[config.mk]
export PLATFORM = sky130hd
export DESIGN_NAME = pe_bitserial_accum
export DESIGN_NICKNAME = d
export VERILOG_FILES = /design/src/rtl/pe_bitserial_accum.sv
export SDC_FILE = /design/constraint.sdc
export NUM_CORES = 1
export LEC_CHECK = 0
export ABC_AREA = 1
export BUFFER_PORTS_ARGS = -buffer_cell sky130_fd_sc_hd__clkbuf_2
export CAP_MARGIN = 40
export CELL_PAD_IN_SITES_DETAIL_PLACEMENT = 1
export CELL_PAD_IN_SITES_GLOBAL_PLACEMENT = 1
export CORE_ASPECT_RATIO = 2
export CORE_UTILIZATION = 39
export DETAILED_ROUTE_END_ITERATION = 8
export PLACE_DENSITY_LB_ADDON = 0.1
export SYNTH_ARGS = -nofsm -noshare
export SYNTH_HDL_FRONTEND = slang
export SYNTH_SLANG_ARGS = --single-unit
[constraint.sdc]
create_clock -name clk -period 6.8 [get_ports clk]
set_input_delay 0 -clock clk [delete_from_list [all_inputs] [get_ports clk]]
set_output_delay 0 -clock clk [all_outputs]
set_load 0.05 [all_outputs]
[src/rtl/pe_bitserial_accum.sv]
// -----------------------------------------------------------------------------
// pe_bitserial_accum
//
// Shift-and-accumulate back end for the CIM processing element. Each accepted
// slice carries LANE_NUM partial-sum lanes (lane k weighted by 2^k) plus two
// compensation lanes (comp0 weighted 1, comp1 weighted 2). Slices arrive MSB
// first, and the accumulator doubles before each later slice is added. One
// signed result per job is returned over a valid/ready handshake.
//
// Ports
//   clk, rst_n        clock, asynchronous active-low reset
//   start             job start pulse (accepted only in IDLE)
//   mode[2:0]         000 8b (8 slices), 001 4b (4), 010 1b (1),
//                     100 FP16x1b (1 slice, compensation diverted to fp_q_sum)
//   signed_in         MSB slice carries negative weight (multi-slice modes)
//   abort             synchronous abort, highest priority
//   psum_valid        sum/compensation_sum carry one slice this cycle
//   sum               LANE_NUM lanes, lane k at [k*W +: W]
//   compensation_sum  comp0 in the low half, comp1 in the high half
//   busy              FSM is not IDLE
//   cfg_err           one-cycle pulse after a start with a reserved mode
//   out_valid/ready   result handshake (out_valid == state DONE)
//   acc_out           signed job result
//   fp_q_sum          last captured compensation_sum for mode 100, else 0
// -----------------------------------------------------------------------------
module pe_bitserial_accum #(
    parameter int LANE_NUM                = 10,
    parameter int ADDER_TREE_OUT_BITWIDTH = 9,
    parameter int MAX_SLICES              = 8,
    parameter int ACC_W                   = 28
) (
    input  logic                                        clk,
    input  logic                                        rst_n,
    input  logic                                        start,
    input  logic [2:0]                                  mode,
    input  logic                                        signed_in,
    input  logic                                        abort,
    input  logic                                        psum_valid,
    input  logic [LANE_NUM*ADDER_TREE_OUT_BITWIDTH-1:0] sum,
    input  logic [2*ADDER_TREE_OUT_BITWIDTH-1:0]        compensation_sum,
    output logic                                        busy,
    output logic                                        cfg_err,
    output logic                                        out_valid,
    input  logic                                        out_ready,
    output logic [ACC_W-1:0]                            acc_out,
    output logic [2*ADDER_TREE_OUT_BITWIDTH-1:0]        fp_q_sum
);

    localparam int W     = ADDER_TREE_OUT_BITWIDTH;
    localparam int CW    = 2 * W;
    localparam int CNT_W = $clog2(MAX_SLICES + 1);

    localparam logic [2:0] MODE_8B = 3'b000;
    localparam logic [2:0] MODE_4B = 3'b001;
    localparam logic [2:0] MODE_1B = 3'b010;
    localparam logic [2:0] MODE_FP = 3'b100;

    typedef enum logic [1:0] {
        S_IDLE  = 2'd0,
        S_ACCUM = 2'd1,
        S_DONE  = 2'd2
    } state_t;

    state_t             state_q, state_d;
    logic [2:0]         mode_q;
    logic               signed_q;
    logic [CNT_W-1:0]   cnt_q;
    logic [ACC_W-1:0]   acc_q;
    logic [CW-1:0]      fp_q;
    logic               cfg_err_q;

    logic               mode_ok;
    logic               start_ok;
    logic               slice_fire;
    logic [CNT_W-1:0]   n_slices;
    logic               last_slice;
    logic [ACC_W-1:0]   comb;

    // ------------------------------------------------------------------
    // Decode
    // ------------------------------------------------------------------
    assign mode_ok = (mode == MODE_8B) || (mode == MODE_4B) ||
                     (mode == MODE_1B) || (mode == MODE_FP);

    // abort dominates both a fresh start and an incoming slice.
    assign start_ok   = (state_q == S_IDLE)  && start && mode_ok && !abort;
    assign slice_fire = (state_q == S_ACCUM) && psum_valid && !abort;

    always_comb begin
        // NOTE: every variable written here gets a default first, so no
        // path through the block can leave it unassigned and infer a latch.
        n_slices = CNT_W'(1);
        case (mode_q)
            MODE_8B: n_slices = CNT_W'(8);
            MODE_4B: n_slices = CNT_W'(4);
            default: n_slices = CNT_W'(1);
        endcase
    end

    assign last_slice = (cnt_q == n_slices - CNT_W'(1));

    // Weighted sum of one slice; all terms unsigned and zero-extended.
    // In FP mode the compensation lanes bypass the accumulator entirely.
    always_comb begin
        comb = '0;
        for (int k = 0; k < LANE_NUM; k++) begin
            comb = comb + (ACC_W'(sum[k*W +: W]) << k);
        end
        if (mode_q != MODE_FP) begin
            comb = comb + ACC_W'(compensation_sum[W-1:0])
                        + (ACC_W'(compensation_sum[CW-1:W]) << 1);
        end
    end

    // ------------------------------------------------------------------
    // FSM
    // ------------------------------------------------------------------
    always_comb begin
        state_d = state_q;
        case (state_q)
            S_IDLE:  if (start_ok)                state_d = S_ACCUM;
            S_ACCUM: if (slice_fire && last_slice) state_d = S_DONE;
            S_DONE:  if (out_ready)               state_d = S_IDLE;
            default:                              state_d = S_IDLE;
        endcase
        if (abort) state_d = S_IDLE;
    end

    // NOTE: sequential state uses non-blocking assignments so every register
    // samples pre-edge values, independent of statement order.
    always_ff @(posedge clk or negedge rst_n) begin
        if (!rst_n) state_q <= S_IDLE;
        else        state_q <= state_d;
    end

    // ------------------------------------------------------------------
    // Datapath
    // ------------------------------------------------------------------
    always_ff @(posedge clk or negedge rst_n) begin
        if (!rst_n) begin
            mode_q    <= MODE_8B;
            signed_q  <= 1'b0;
            cnt_q     <= '0;
            acc_q     <= '0;
            fp_q      <= '0;
            cfg_err_q <= 1'b0;
        end else if (abort) begin
            cnt_q     <= '0;
            acc_q     <= '0;
            fp_q      <= '0;
            cfg_err_q <= 1'b0;
        end else begin
            cfg_err_q <= (state_q == S_IDLE) && start && !mode_ok;

            if (start_ok) begin
                mode_q   <= mode;
                signed_q <= signed_in;
                cnt_q    <= '0;
                fp_q     <= '0;
            end

            if (slice_fire) begin
                cnt_q <= cnt_q + CNT_W'(1);
                // The MSB slice seeds the accumulator; a single-slice job is
                // always unsigned, so negation needs at least two slices.
                if (cnt_q == '0) begin
                    acc_q <= (signed_q && (n_slices > CNT_W'(1))) ? -comb : comb;
                end else begin
                    acc_q <= (acc_q << 1) + comb;
                end
                if (mode_q == MODE_FP) fp_q <= compensation_sum;
            end
        end
    end

    assign busy      = (state_q != S_IDLE);
    assign out_valid = (state_q == S_DONE);
    assign cfg_err   = cfg_err_q;
    assign acc_out   = acc_q;
    assign fp_q_sum  = fp_q;

endmodule
---- Word level (Yosys, flattened, before mapping) ----
Index checks and enable logic that the tools add are counted.
cells by class
  magnitude comparators ................... 1
  multiplexer cells ....................... 19
  bitwise operators ....................... 1
  equal/unequal tests ..................... 12
  reductions and logical operators ........ 22
  add/sub/neg operators ................... 15
operators by type and width
  cell                                                   number
  two-way mux 28 bit                                     5
  two-way mux 18 bit                                     4
  adder 28 bit                                           1
  negator 28 bit                                         1
  adder 20 x 10 -> 21 bit                                1
  adder 19 x 9 -> 20 bit                                 1
  adder 18 x 18 -> 19 bit                                1
  adder 17 x 17 -> 18 bit                                1
  adder 16 x 16 -> 17 bit                                1
  adder 15 x 15 -> 16 bit                                1
  adder 14 x 14 -> 15 bit                                1
  adder 13 x 13 -> 14 bit                                1
  adder 12 x 12 -> 13 bit                                1
  adder 11 x 11 -> 12 bit                                1
  two-way mux 4 bit                                      3
  adder 9 x 10 -> 11 bit                                 1
  logical AND 1 bit                                      8
  two-way mux 2 bit                                      4
  one-hot mux 4 bit (2 select lines)                     1
  == test 3 x 1 -> 1 bit, second input constant          2
  == test 3 bit, second input constant                   2
  zero test 3 bit                                        2
  inequality test 3 x 2 -> 1 bit, second input constant  2
  inequality test 3 bit, second input constant           2
  18 further kinds                                       22
word-level totals
  word-level logic and storage cells ...... 77
  input bits .............................. 118
  output and inout port bits .............. 49
  register bits after elaboration ......... 57

---- Longest topological paths before layout ----
Gate-level depths: netlist (run 1).
  depth after elaboration ................. 17
  depth in mapped cells ................... 39
  mapped depth without buffers ............ 39

---- Worst setup path after synthesis (run 1) ----
No wires, ideal clock.
  path kind ............................... input-to-reg
  from .................................... in sum[8]
  to ...................................... reg acc_q[27], in the netlist acc_out[27]
  arrival time ............................ 6.140 ns
  path buffers ............................ 0
  setup time .............................. 0.118 ns
  cell stages on the path ................. 35
  slack ................................... 0.543 ns
  cell sequence ........................... inv_1 > fa_1 > inv_1 > fa_1 > fa_1 > inv_1 > fa_1 > inv_1 > ha_1 > nand2_1 > nand3_1 > xor2_1 > inv_1 > ha_1 > ha_1 > nand2_1 > nor2_1 > nand3_1 > nand3_1 > nand3_2 > a21oi_2 > nand3_1 > nand2_1 > nand2_1 > ha_1 > nand2_1 > nor4_1 > nand3_1 > nand3_1 > nand3_1 > nor4_1 > xnor2_1 > nand2_1 > nand3_1 > nand2_1
between the ends
  word-level cells in the longest chain between the ends .. 17
RTL lines
  what                       RTL line  source
  start: declaration         39        input logic [LANE_NUM*ADDER_TREE_OUT_BITWIDTH-1:0] sum,
  adder 9 x 10 -> 11 bit *   107       comb = comb + (ACC_W'(sum[k*W +: W]) << k);
  adder 11 x 11 -> 12 bit *  107
  adder 12 x 12 -> 13 bit *  107
  adder 13 x 13 -> 14 bit *  107
  adder 14 x 14 -> 15 bit *  107
  adder 15 x 15 -> 16 bit *  107
  adder 16 x 16 -> 17 bit *  107
  adder 17 x 17 -> 18 bit *  107
  adder 18 x 18 -> 19 bit *  107
  adder 19 x 9 -> 20 bit     110       comb = comb + ACC_W'(compensation_sum[W-1:0])
  adder 20 x 10 -> 21 bit    111       + (ACC_W'(compensation_sum[CW-1:W]) << 1);
  two-way mux 28 bit *       109       if (mode_q != MODE_FP) begin
  negator 28 bit             167       acc_q <= (signed_q && (n_slices > CNT_W'(1))) ? -comb : comb;
  two-way mux 28 bit         167
  two-way mux 28 bit *       166       if (cnt_q == '0) begin
  two-way mux 28 bit *       162       if (slice_fire) begin
  two-way mux 28 bit *       147       end else if (abort) begin
  end signal: assignment     167
  end signal: assignment     169       acc_q <= (acc_q << 1) + comb;
  end: declaration           68        logic [ACC_W-1:0] acc_q;
Mark *: on every way between the ends. The rest lies on a longest branch, timed or not. The select of a mux whose other input is x is not followed.
A chain may end at the register's enable or synchronous reset.

---- Worst setup path in the final report (run 1) ----
  from .................................... in sum[8]
  to ...................................... reg acc_q[22], in the netlist acc_out[22]
Same word-level chain as after synthesis.

==> out/results.txt, run 1 <==
At the later pin of the worst-skew pair, clock insertion delay measures 0.35 ns. The floorplan step defined a core boundary enclosing 20400 um^2. The maximum number of pins on one net before global-route repair came out at 58.

At the worst endpoint, the arrival time is 6.55 ns. The total count of max-transition violations in the final report came out at 0. The path type of the worst min-delay path is in2reg. The number of global-route vias before repair was 8948; the period utilization was 93.1%.

Of the synthesized area, sequential elements account for 17.7%. Counting flops and latches in the post-synthesis netlist gives 57. The total wire length came out at 25100 um. In this run the horizontal extent of the chip is 104 um. The worst slack on hold paths was 0.0212 ns. The worst setup path is launched from an input port. Vertical die dimension: 205 um. STA classifies the critical path endpoint as a flop. The worst hold path was traced through 3 stages. The tools report the number of clock sinks as 57. On the critical path the largest part of the delay comes from adder cells. For this run, the leading register cell type out of synthesis is sky130_fd_sc_hd__dfrtp_1.

The measured slew at the worst slew-check pin is 0.859 ns, and the proportion of synthesized area in mux cells is 0.280%. The fraction of layout instances using a drive strength above 1 was 20.0%. CTS placed an instance of sky130_fd_sc_hd__clkbuf_16 at the clock tree root. The run gives 1600 as the net total in the final layout.

The die covers 21300 um^2. The worst register-to-register path has a depth of 22. Global routing used 24.7% of the available tracks.

The relative slew slack came out at 42.5%. The largest individual stage delay along the critical path comes from the cell sky130_fd_sc_hd__fa_1. The run gives 0 ns as the final setup TNS. The Yosys step of the flow raised 0 warnings. Data on the critical path is required at its endpoint by 7.02 ns. Initial antenna violation count: 0. The worst hold path terminates at fp_q_sum[5]. The startpoint of the worst-slack reg-to-reg timing path is mode_q[1].

The count of nets left with antenna violations once routing finished came out at 0. Setup violations remaining at the end of the flow were counted as 0. The worst register-to-register path ends at acc_out[19].

The type of the worst setup path was in2reg. The number of optimization iterations in the first detailed-route pass is 4. Counting flops with an async set or reset pin after synthesis yields a share of 100%. TritonCTS built the clock tree. For the number of hold-slack violations in the final timing report, the log shows 0. The detailed router finished its first iteration with 170 violations. The final global-route overflow total was 0; the final critical delay including setup and external delays was 6.33 ns. The number of clock buffers added by TritonCTS is 9.

Relative to the synthesized area, the layout overhead comes to 23.5%. Number of instances in the synthesized netlist: 1134. The compound-cell area share of the yosys netlist is 12.7%.

Among the stages of the critical path, the cell type that occurs most often is sky130_fd_sc_hd__inv_1. Tracing the worst setup path back leads to its startpoint at sum[8]. Detailed placement finished with a half-perimeter wire length of 21100 um. Largest driver fanout on the critical path: 6.

The reg2reg setup slack came out at 3.08 ns. The placement row count came out at 74. Between clock sinks in the finished design, the worst skew comes to 0.00784 ns. Final weighted congestion in routability-driven placement: 0.833. Clock-pin slew was measured on the worst setup and hold paths at 0.06 ns.

The first global-routing pass estimated 41600 um of wire. In this run the deepest clock path goes through 2 buffers. Summing the areas of all xor and xnor instances in the mapped netlist gives 2.28% of the synthesized area. Using the TritonRoute via totals, the vias-per-cell ratio works out to 5.08. The number of buffer cells added on primary ports came out at 166. The adder-cell area share of the yosys netlist is 27.9%. The repair_antennas step left the layout with diodes totalling 0. The tool flagged a number of max-cap violations equal to 0. In the routed design, unresolved DRC markers number 0. After synthesis, the mean cell area works out to 7.10 um^2. The logs give 167 for the I/O pin total and 8198 for the total via count after detailed routing. Summing every instance area after synthesis gives 8050 um^2. After synthesis, the largest family of logic cells by area is adder cells. The number of nets in the synthesized netlist is 1391. The achievable frequency is 158 MHz, and the simple-gate area share of the yosys netlist is 26.1%. On the worst path, the slowest cell contributes a delay of 0.55 ns.

The flow ran to the end, and the final reports show no timing, DRC or antenna violations. The average wire per standard cell came out at 15.6 um. The combined buffer and inverter count along the critical path is 8.

The H-tree was split into 3 levels. The initial utilization of the core area, before any placement, comes to 39.5%. In this run, distinct cell masters in the synthesized netlist total 48. The worst hold path begins at compensation_sum[5].

The count of flip-flops with a built-in enable after synthesis was 0.
==> timing repair <==
| action | 4_1_cts | 5_1_grt |
|---|---|---|
| setup endpoints to repair | 0 | 9 |
| resized for setup | 0 | 15 |
| hold buffers | 24 | 0 |
| endpoints found under the hold margin | 73 | 0 |
| setup buffers | 0 | 2 |
==> worst register-to-register path, cell delays in order, from the launching register on <==
cell,delay [ns]
sky130_fd_sc_hd__dfrtp_1,0.41
sky130_fd_sc_hd__nor2_4,0.15
sky130_fd_sc_hd__nand2_4,0.19
sky130_fd_sc_hd__inv_6,0.20
sky130_fd_sc_hd__nand2_1,0.09
sky130_fd_sc_hd__nand2_1,0.15
sky130_fd_sc_hd__inv_1,0.12
sky130_fd_sc_hd__ha_1,0.34
sky130_fd_sc_hd__a21oi_1,0.23
sky130_fd_sc_hd__o21ai_0,0.12
sky130_fd_sc_hd__a21oi_1,0.32
sky130_fd_sc_hd__o21ai_0,0.21
sky130_fd_sc_hd__a21oi_1,0.26
sky130_fd_sc_hd__inv_1,0.07
sky130_fd_sc_hd__nand2_1,0.08
sky130_fd_sc_hd__nand2_1,0.09
sky130_fd_sc_hd__a21oi_1,0.18
sky130_fd_sc_hd__nand2b_1,0.13
sky130_fd_sc_hd__nand3_1,0.06
sky130_fd_sc_hd__nand2_1,0.07
sky130_fd_sc_hd__inv_1,0.04
sky130_fd_sc_hd__nand2_1,0.05
sky130_fd_sc_hd__nand2_1,0.05
==> how the worst max path moves through the flow <==
stage                              to  slack [ns]  cells after the start
final                     acc_out[22]        0.47                     37
after CTS                 acc_out[27]        0.28                     37
after global routing      acc_out[22]       -0.07                     37
after floorplan           acc_out[27]        0.54                     35
after global placement    acc_out[27]        0.14                     37
after detailed placement  acc_out[27]       -0.07                     37
==> layout by cell type (no fill, tap or decap), drive strengths merged <==
cell type,n
nand2,264
inv,258
clkbuf,176
nand3,99
a21oi,79
o21ai,75
ha,71
fa,68
dfrtp,57
nor2,57
buf,26
dlygate4sd3,24
nand4,19
xor2,16
nor3,7
a211oi,6
a32o,5
xnor2,5
nand3b,4
clkinv,4
o21bai,3
o211ai,3
nor4,3
a21o,2
mux2,2
o22ai,2
o21a,2
or2,2
a21boi,2
and2,1
o32ai,1
o31ai,1
nand2b,1
clkinvlp,1
bufinv,1
==> cell families (layout without fill, tap and decap cells) <==
group / count (synthesis) / count (layout)
compound gates: 181 / 181
xor+xnor: 21 / 21
fa+ha+maj: 139 / 139
buf+inv: 277 / 490
flops: 57 / 57
mux: 2 / 2
simple gates: 457 / 457
==> flip-flops by register name (all words and copies together) (netlist names) <==
register and cells:
fp_q_sum 18, acc_out 28, cfg_err 1, cnt_q 4, mode_q 3, signed_q 1, state_q 2
==> final cells by class <==
class	instances	area [um^2]
fill	2688	10400
multi-input combinational	800	5650
sequential	57	1430
timing repair buffer	216	1270
inverter	259	977
tap	266	333
clock buffer	10	239
clock inverter	5	56.3
==> stage by stage <==
stage / setup slack, ns / cell area, um^2 / util [%] / cells
2_1_floorplan: 0.543 / 8050 / - / 1134
3_3_place_gp: 0.141 / 9320 / 45.8 / 1572
3_5_place_dp: -0.0700 / 9320 / 45.8 / 1572
4_1_cts: 0.279 / 9860 / 48.4 / 1611
5_1_grt: -0.0661 / 9950 / 48.8 / 1613
6_report: 0.469 / 9950 / 48.8 / 1613
==> synthesized netlist by cell type, types with 4 or more instances <==
cell                       number  area share (%)
sky130_fd_sc_hd__inv_1        252              12
sky130_fd_sc_hd__nand2_1      251              12
sky130_fd_sc_hd__nand3_1       91             5.7
sky130_fd_sc_hd__a21oi_1       77             4.8
sky130_fd_sc_hd__ha_1          71              11
sky130_fd_sc_hd__fa_1          68              17
sky130_fd_sc_hd__o21ai_0       63             3.9
sky130_fd_sc_hd__dfrtp_1       57              18
sky130_fd_sc_hd__nor2_1        47             2.2
sky130_fd_sc_hd__nand4_1       17             1.3
sky130_fd_sc_hd__xor2_1        16             1.7
sky130_fd_sc_hd__clkbuf_1      13            0.61
sky130_fd_sc_hd__nand2_2       10            0.78
sky130_fd_sc_hd__nand3_2        7            0.87
sky130_fd_sc_hd__nor3_1         7            0.44
sky130_fd_sc_hd__o21ai_1        7            0.44
sky130_fd_sc_hd__a211oi_1       6            0.56
sky130_fd_sc_hd__a32o_1         5            0.62
sky130_fd_sc_hd__inv_2          5            0.23
sky130_fd_sc_hd__nor2_4         5            0.70
sky130_fd_sc_hd__xnor2_1        5            0.54
sky130_fd_sc_hd__buf_2          4            0.25
sky130_fd_sc_hd__nand3b_1       4            0.37
sky130_fd_sc_hd__nor2_2         4            0.31
sky130_fd_sc_hd__o21ai_2        4            0.44
==> routing by layer <==
| metal | wire, um | up-vias | track usage, % |
|---|---|---|---|
| li1 | - | 3998 | - |
| met1 | 8690 | 4001 | 23.1 |
| met2 | 15000 | 146 | 52.3 |
| met3 | 475 | 53 | 2.60 |
| met4 | 913 | 0 | 10.9 |
| met5 | 0 | - | 0 |
Power of run 1 is left out: the tool's default activity adds up to more than one toggle a clock period on the data nets, which glitch-free logic cannot reach.
==> run 2, diff against run 1 <==
Settings changed: PLACE_DENSITY from default to 0.79, PLACE_DENSITY_LB_ADDON 0.1 to default.
==> run 2 against run 1 <==
Compared with the run above:
- flip-flop and latch count unchanged
- global-route usage increased by 1.2 points
- clock skew about the same
- utilization increased by 0.58 points
- critical path depth decreased by 3
- maximum frequency decreased by 1.3%
- setup slack got worse by 0.085 ns
- hold slack got worse by 0.012 ns
- highest routed layer unchanged
- routed wire length increased by 4.5%
- cell area increased by 1.2%
- register-to-register slack got worse by 0.23 ns
==> out/results.txt, run 2 (synthesis results as in run 1) <==
The run finished with clean final reports. 167 I/O pins were placed. The run gives 2 as the buffer depth of the longest clock path. The delay contributed by the slowest stage of the critical path came out at 0.57 ns. At the end of routability-driven placement, the weighted congestion stood at 0.888. The detail route stage leaves a number of antenna-violating nets equal to 0. The run gives 8306 as the total via count after detailed routing.

Path type of the worst min-delay path: in2reg. The placed instances occupy a cell area of 9290 um^2. The number of violations of the max-capacitance limit is 0. The total area inside the core boundary comes to 20400 um^2. Fill cells in the final layout number 2655. CTS saw 57 sinks.

The run gives 0 as the remaining design rule violation count. The worst setup path is launched from an input port. The tools report the buffer cell driving the clock tree root as sky130_fd_sc_hd__clkbuf_16. Of all nets on the critical path, the largest fanout is 6.

Setup repair after global routing could not meet its margin everywhere. Total count of max-transition violations in the final report: 0. Entering global routing, the biggest net connects 58 pins.

Most common library cell in the layout ignoring fill and taps: sky130_fd_sc_hd__inv_1. The slowest stage of the critical path belongs to the cell sky130_fd_sc_hd__fa_1. The run gives 1 as the initial antenna violation count. Global routing finished with a remaining overflow of 0. TritonCTS built the clock tree.

The register with the most flip-flops in the layout has 28 of them. The top layer used by detailed routing is met4. The tools report the startpoint of the worst-slack reg-to-reg timing path as mode_q[1]. In the routed layout, each cell is associated on average with a via count of 5.17.

For the required time reported for the critical path endpoint, the log shows 7.04 ns. In the final layout, the share of cells above drive strength 1 is 20.4%. The critical path is of the in2reg type.

The number of hold-slack violations in the final timing report was 0; the average wire per standard cell was 16.3 um. Detailed routing placed a total of 613 um of wire on met3. Relative slew slack: 39.9%.

The worst path uses 94.4% of the clock period. The die is 205 um tall. The die boundary width was 104 um. Start point of the worst hold path: compensation_sum[7].

The logs give 156 MHz for the achievable frequency and 8650 um for the wire length on met1. Clock latency on the worst-skew pair, taken at its later pin, is 0.36 ns. The summed area of non-filler cells in the final layout is 10100 um^2, and the die area is 21300 um^2. Data arrives at the worst endpoint at 6.66 ns.

Clock tree synthesis inserted a total of 9 buffers. The run gives 4 as the number of optimization iterations in the first detailed-route pass. For this block, the routed nets add up to 26200 um of wire. In the layout the commonest cells are sky130_fd_sc_hd__inv_1 (251), sky130_fd_sc_hd__nand2_1 (248), sky130_fd_sc_hd__clkbuf_2 (166). Among the stages of the critical path, the cell type that occurs most often is sky130_fd_sc_hd__nand2_1. For the pin with the worst max-slew slack, the measured transition is 0.898 ns. The tools report the count of H-tree levels built during CTS as 3.

Between clock sinks in the finished design, the worst skew comes to 0.00782 ns. After the first detailed-routing iteration, the DRC count stood at 177. Startpoint of the most critical setup path: sum[7]. Final critical delay including setup and external delays: 6.42 ns.

The net total in the final layout is 1592. Row generation in the floorplan step produced 74 rows. The synthesis-to-layout area growth is 25.0%, and the clock-pin slew reported for the worst setup and hold paths after clock tree synthesis is 0.06 ns. The detailed placement HPWL is 21300 um. For the met2 routed wirelength, the log shows 15400 um. Input and output buffers added on the ports amount to 166.

Once the floorplan was initialized, standard cells occupied 39.5% of the core. The number of global-route vias before repair came out at 9385. For the wire length of the first global-routing pass, the log shows 43100 um.

Setup violations remaining at the end of the flow were counted as 0. STA classifies the critical path endpoint as a flop. The run gives 25.9% as the total global-route track usage.
## run 2: metal layers
| metal | vias to the layer above | GRT usage, % |
|---|---|---|
| met5 | - | 0 |
| met4 | 0 | 16.5 |
| met3 | 84 | 3.42 |
| met2 | 186 | 54.1 |
| met1 | 4053 | 22.5 |
| li1 | 3983 | - |
## run 2: repair_timing
action,CTS,global route
hold buffers,24,0
resized for setup,0,29
endpoints found under the hold margin,75,0
setup endpoints to repair,0,9
buffers inserted,0,4
## run 2: final cells by class
cell class | count | area (um^2) | area share, %
tap | 266 | 333 | 3.31
clock inverter | 7 | 101 | 1.01
sequential | 57 | 1430 | 14.2
antenna | 1 | 2.50 | 0.0249
multi-input combinational | 800 | 5750 | 57.2
clock buffer | 9 | 225 | 2.24
inverter | 259 | 977 | 9.71
timing repair buffer | 208 | 1250 | 12.4
## run 2: worst max-delay path: cells and delay by family
kind / cells / cell delay, ns
adders and majority gates: 8 / 3.56
xor gates and xnor gates: 1 / 0.16
buffers and inverters: 4 / 0.25
AOI/OAI and AO/OA: 1 / 0.18
and+or+nand+nor: 20 / 2.50
## run 2: stage by stage
stage                     setup slack [ns]  setup TNS [ns]  hold WS [ns]  std cells  utilization (%)
after floorplan                      0.543               0        -0.296       1134                -
after global placement              0.0497               0         0.194       1560             45.3
after detailed placement            -0.194          -0.814         0.201       1562             45.6
after CTS                            0.120               0       0.00350       1602             48.4
after global routing               -0.0337         -0.0337        0.0475       1607             49.4
final                                0.384               0       0.00948       1607             49.4
## run 2: final timing paths
path / endpoint / slack, ns / depth (start not counted)
max in group asynchronous: acc_out[25] / 5.91 / 3
hold / removal: fp_q_sum[7] / 0.009 / 3
hold reg to reg: acc_out[27] / 0.50 / 2
min in group asynchronous: acc_out[26] / 0.32 / 3
setup reg to reg: acc_out[27] / 2.85 / 18
setup / recovery: acc_out[27] / 0.38 / 34
Power of run 2 is left out for the same reason.
